## src/rtl/periph_bus.sv

```systemverilog
// Memory-mapped bus decoder: routes CPU accesses to data memory or the
// on-chip peripheral registers (reloading timer, LED, switch, 7-seg, systick).
module periph_bus #(
  parameter int unsigned RAM_SIZE = 256
) (
  input  logic        clk,
  input  logic        reset_n,
  input  logic        rd,
  input  logic        wr,
  input  logic [31:0] addr,
  input  logic [31:0] wdata,
  output logic [31:0] rdata,
  output logic        accessable,
  output logic        irqout,
  output logic        dm_rd,
  output logic        dm_wr,
  output logic [31:0] dm_addr,
  output logic [31:0] dm_wdata,
  input  logic [31:0] dm_rdata,
  input  logic        dm_accessable,
  input  logic [7:0]  switch,
  output logic [7:0]  led,
  output logic [11:0] digi
);

  localparam int unsigned DW = 32;
  localparam logic [DW-1:0] RAM_BYTES = DW'(RAM_SIZE * 4);
  localparam logic [DW-1:0] ADDR_TH   = 32'h4000_0000;
  localparam logic [DW-1:0] ADDR_TL   = 32'h4000_0004;
  localparam logic [DW-1:0] ADDR_TCON = 32'h4000_0008;
  localparam logic [DW-1:0] ADDR_LED  = 32'h4000_000C;
  localparam logic [DW-1:0] ADDR_SW   = 32'h4000_0010;
  localparam logic [DW-1:0] ADDR_DIGI = 32'h4000_0014;
  localparam logic [DW-1:0] ADDR_TICK = 32'h4000_0018;

  logic [DW-1:0] th, tl, systick;
  logic [2:0]    tcon;
  logic          ram_hit, per_hit;
  logic [DW-1:0] per_val;
  logic          we_th, we_tl, we_tcon, we_led, we_digi;
  logic          overflow, irq_set;
  logic [DW-1:0] tl_next;
  logic [2:0]    tcon_next;

  assign ram_hit = (addr[1:0] == 2'b00) && (addr < RAM_BYTES);

  // Peripheral read mux; exact address match implies alignment.
  always_comb begin
    per_hit = 1'b1;
    per_val = '0;
    case (addr)
      ADDR_TH:   per_val = th;
      ADDR_TL:   per_val = tl;
      ADDR_TCON: per_val = {29'b0, tcon};
      ADDR_LED:  per_val = {24'b0, led};
      ADDR_SW:   per_val = {24'b0, switch};
      ADDR_DIGI: per_val = {20'b0, digi};
      ADDR_TICK: per_val = systick;
      default:   per_hit = 1'b0;
    endcase
  end

  always_comb begin
    rdata      = '0;
    accessable = 1'b1;
    if (rd || wr) begin
      if (ram_hit)      accessable = dm_accessable;
      else if (per_hit) accessable = 1'b1;
      else              accessable = 1'b0;
    end
    if (rd) begin
      if (ram_hit)      rdata = dm_rdata;
      else if (per_hit) rdata = per_val;
    end
  end

  assign dm_rd    = rd && ram_hit;
  assign dm_wr    = wr && ram_hit;
  assign dm_addr  = {2'b00, addr[31:2]};
  assign dm_wdata = wdata;

  assign we_th   = wr && (addr == ADDR_TH);
  assign we_tl   = wr && (addr == ADDR_TL);
  assign we_tcon = wr && (addr == ADDR_TCON);
  assign we_led  = wr && (addr == ADDR_LED);
  assign we_digi = wr && (addr == ADDR_DIGI);

  // Timer: CPU write to TL beats count/reload; a coincident overflow still sets TCON[2].
  assign overflow = tcon[0] && (tl == '1);
  assign irq_set  = overflow && tcon[1];

  always_comb begin
    tl_next = tl;
    if (we_tl)         tl_next = wdata;
    else if (overflow) tl_next = th;
    else if (tcon[0])  tl_next = tl + DW'(1);
    tcon_next = {tcon[2] | irq_set, tcon[1:0]};
    if (we_tcon)       tcon_next = {wdata[2] | irq_set, wdata[1:0]};
  end

  always_ff @(posedge clk or negedge reset_n) begin
    if (!reset_n) begin
      th      <= '0;
      tl      <= '0;
      tcon    <= '0;
      led     <= '0;
      digi    <= '0;
      systick <= '0;
    end else begin
      if (we_th)   th   <= wdata;
      if (we_led)  led  <= wdata[7:0];
      if (we_digi) digi <= wdata[11:0];
      tl      <= tl_next;
      tcon    <= tcon_next;
      systick <= systick + DW'(1);
    end
  end

  assign irqout = tcon[2];

endmodule

```

## config.mk

```make
export PLATFORM = sky130hd
export DESIGN_NAME = periph_bus
export DESIGN_NICKNAME = d
export VERILOG_FILES = /design/src/rtl/periph_bus.sv
export SDC_FILE = /design/constraint.sdc
export NUM_CORES = 1
export LEC_CHECK = 0
export CAP_MARGIN = 20
export CORE_UTILIZATION = 35
export CTS_BUF_LIST = sky130_fd_sc_hd__clkbuf_8 sky130_fd_sc_hd__clkbuf_16
export DETAILED_ROUTE_END_ITERATION = 10
export PLACE_DENSITY = 0.62
export SYNTH_ARGS = -nofsm -noshare
export SYNTH_HDL_FRONTEND = slang
export SYNTH_SLANG_ARGS = --single-unit
```

## constraint.sdc

```tcl
create_clock -name clk -period 3.15 [get_ports clk]
set_input_delay 0.63 -clock clk [delete_from_list [all_inputs] [get_ports clk]]
set_output_delay 0.63 -clock clk [all_outputs]
set_load 0.03 [all_outputs]
```

==> impl_metrics.json <==
{
  "status": "finished with violations",
  "violations": "setup timing",
  "crit_path_start": "addr[25]",
  "start_util_pct": 35.7,
  "required_ns": 2.52,
  "synth_edf_count": 0,
  "hpwlAfterDp_microns": 18800,
  "max-clock-path-buffers": 2,
  "cts_tree": "done",
  "syn_area_sq_um": 7780,
  "min_period_ns": 3.15,
  "drive_gt1_share_pct": 26.5,
  "ys_ff_latch": 119,
  "clock-root-buffer": "clkbuf_16",
  "p_leak_uw": 0.00498,
  "wire_per_inst_microns": 19.6,
  "slew_violations": 0,
  "path_clk_slew_ns": 0.06,
  "max_freq_mhz": 317,
  "powerDensity_nw_per_um2": 359,
  "grt_pass1_wl_microns": 38700,
  "p_clk_share_pct": 50.4,
  "viasPerCell": 5.39,
  "yosysWarnings": 0,
  "grt_busiest_layer": "met2",
  "nets": 1117,
  "holdCritPathClass": "input port to async pin",
  "rsz0062_at_grt": "yes",
  "place_area_sq_um": 10300,
  "grt_max_degree": 70,
  "ys.flop_type": "dfrtp_1",
  "grt_antenna_before_repair": 2,
  "swShare_pct": 22.8,
  "yosysSeqAreaShare_pct": 38.3,
  "synthTopCellsByArea": "dfrtp_1 38%, buf_4 6.3%, mux2_2 5.1%, mux2i_1 4.4%, nand2_1 3.5%",
  "hold_violations": 0,
  "period_share_pct": 100,
  "antenna_left": 0,
  "num_rows": 54,
  "track_usage_pct": 22.5,
  "crit_fanout": 6,
  "relSlewSlack_pct": 54.2,
  "postCtsHoldBufs": 0,
  "final_area_sq_um": 11300,
  "synthArstFlopShare_pct": 100,
  "numCtsBuffers": 17,
  "hold_ws_ns": 0.0430,
  "die_height_microns": 151,
  "worst_pin_slew_ns": 0.681,
  "core_area_sq_um": 21800,
  "remaining_drc_errors": 0,
  "gr-total-overflow": 0,
  "io_pins": 229,
  "diodes": 0,
  "ys_types": 70,
  "cp-start-kind": "input port",
  "met1_usage_pct": 32.0,
  "io_buffers": 226,
  "use_met3_pct": 4.31,
  "insertion_delay_ns": 0.41,
  "end_kind": "primary output",
  "final_cell_mix": "158 x clkdlybuf4s50_1, 119 x dfrtp_1, 80 x buf_4",
  "max_cap_viol_count": 0,
  "die_x_microns": 151,
  "layout_setup_ws_ns": -0.00111,
  "synth_area_leader_cell": "dfrtp_1",
  "syn_inst": 779,
  "p_comb_share_pct": 11.8,
  "synth_top_area_share_pct": 38.3,
  "vias": 6990,
  "skew_ns": 0.00993,
  "wirelength_microns": 25500,
  "synth.avg_cell_area_sq_um": 9.99,
  "grt_pass1_vias": 6759,
  "critical_path_class": "input port to primary output",
  "first_pass_iters": 5,
  "gp_congestion": 0.866,
  "htree_levels": 4,
  "dieArea_sq_um": 22800,
  "pwr-share-seq_pct": 37.7,
  "p_sw_uw": 925,
  "layout_commonest_cell": "clkdlybuf4s50_1",
  "reg2reg_from": "tl[0]$_DFFE_PN0P_",
  "cp.arrival_ns": 2.52,
  "irDropWorstVdd_mv": 0.296,
  "pre_cts_slack_ns": -0.515,
  "clock-sinks": 119,
  "p_int_uw": 3130,
  "area.growth.synth_to_final_pct": 45.2,
  "setup_violations": 1,
  "drtIter0Drc": 489,
  "met2_usage_pct": 35.1
}
[layout make-up]
class / count / area (sq um)
clock buffer: 20 / 467
clock inverter: 11 / 156
fill: 1959 / 10500
inverter: 9 / 33.8
multi-input combinational: 547 / 4260
sequential: 119 / 2980
tap: 280 / 350
timing repair buffer: 312 / 3060
[final timing paths]
check                                         to  slack (ns)  cells past startpoint
max in group asynchronous      th[3]$_DFFE_PN0P_        2.34                      2
max                                    rdata[14]      -0.001                     10
min reg2reg                systick[31]$_DFF_PN0_        0.49                      1
min in group clk           systick[31]$_DFF_PN0_        0.49                      1
min                           th[18]$_DFFE_PN0P_        0.04                      1
max reg2reg                   tl[30]$_DFFE_PN0P_        0.51                      7
[repair_timing]
item | CTS | global route
gates cloned | 3 | 2
endpoints found under the setup margin | 34 | 29
pin swaps | 19 | 30
gates resized for setup | 122 | 49
buffers inserted | 10 | 5
[metrics by stage]
step	cells	setup TNS (ns)	power, uW	utilization, %
after floorplan	780	0	1770	-
after global placement	1250	-11.27	2040	47.1
after detailed placement	1250	-12.24	2040	47.1
after CTS	1294	0	4080	51.0
after global routing	1298	-0.642	4170	51.8
final	1298	-0.00111	4050	51.8
[sequential cells by signal, summed over array words and instances (netlist names)]
signal / flops
digi: 12
th: 32
systick: 32
led: 8
tl: 32
tcon: 3
[power by group through the flow]
stage / sequential, uW / combinational (uW) / clock, uW
6_report: 1530 / 480 / 2050
5_1_grt: 1530 / 508 / 2130
4_1_cts: 1530 / 478 / 2070
3_5_place_dp: 1560 / 484 / 0
3_3_place_gp: 1560 / 484 / 0
2_1_floorplan: 1560 / 211 / 0
[Yosys cell counts, types with 10 or more instances]
cell      instances
buf_2            14
dfrtp_1         119
xnor2_1          27
nand4_1          17
clkbuf_1         22
a21oi_1          19
mux2_4           10
mux2_1           24
a21o_1           11
o21ai_0          29
nor3_1           17
a22oi_1          13
nand3_1          22
nor2_1           53
and3_1           11
mux2_2           35
nand2_1          73
buf_4            65
mux2i_1          34
a221o_1          20
[critical path, stage by stage]
cell     delay, ns
buf_6         0.10
nor4_4        0.32
nand4_4       0.16
buf_6         0.15
nor3_4        0.21
and4b_4       0.35
buf_12        0.14
buf_12        0.12
a221o_1       0.20
buf_6         0.15
[kinds of logic (layout without fill, tap and decap cells)]
family                     Yosys count  in the layout  synth area share, %
DFF                                119            119                 38.3
and+or+nand+nor                    259            259                 19.7
AOI/OAI and AO/OA                  143            143                 13.2
xor gates and xnor gates            36             36                 4.05
adders and majority gates            2              2                0.321
buffers and inverters              114            352                 9.05
other                                1              2               0.0482
muxes                              105            105                 15.4
[layer usage]
metal  wire [microns]  part of all wire, %
met5               26                 0.10
met4              267                  1.0
met3             1250                  4.9
met2            11800                   47
met1            12100                   47
(Power assumes the default switching activity.)
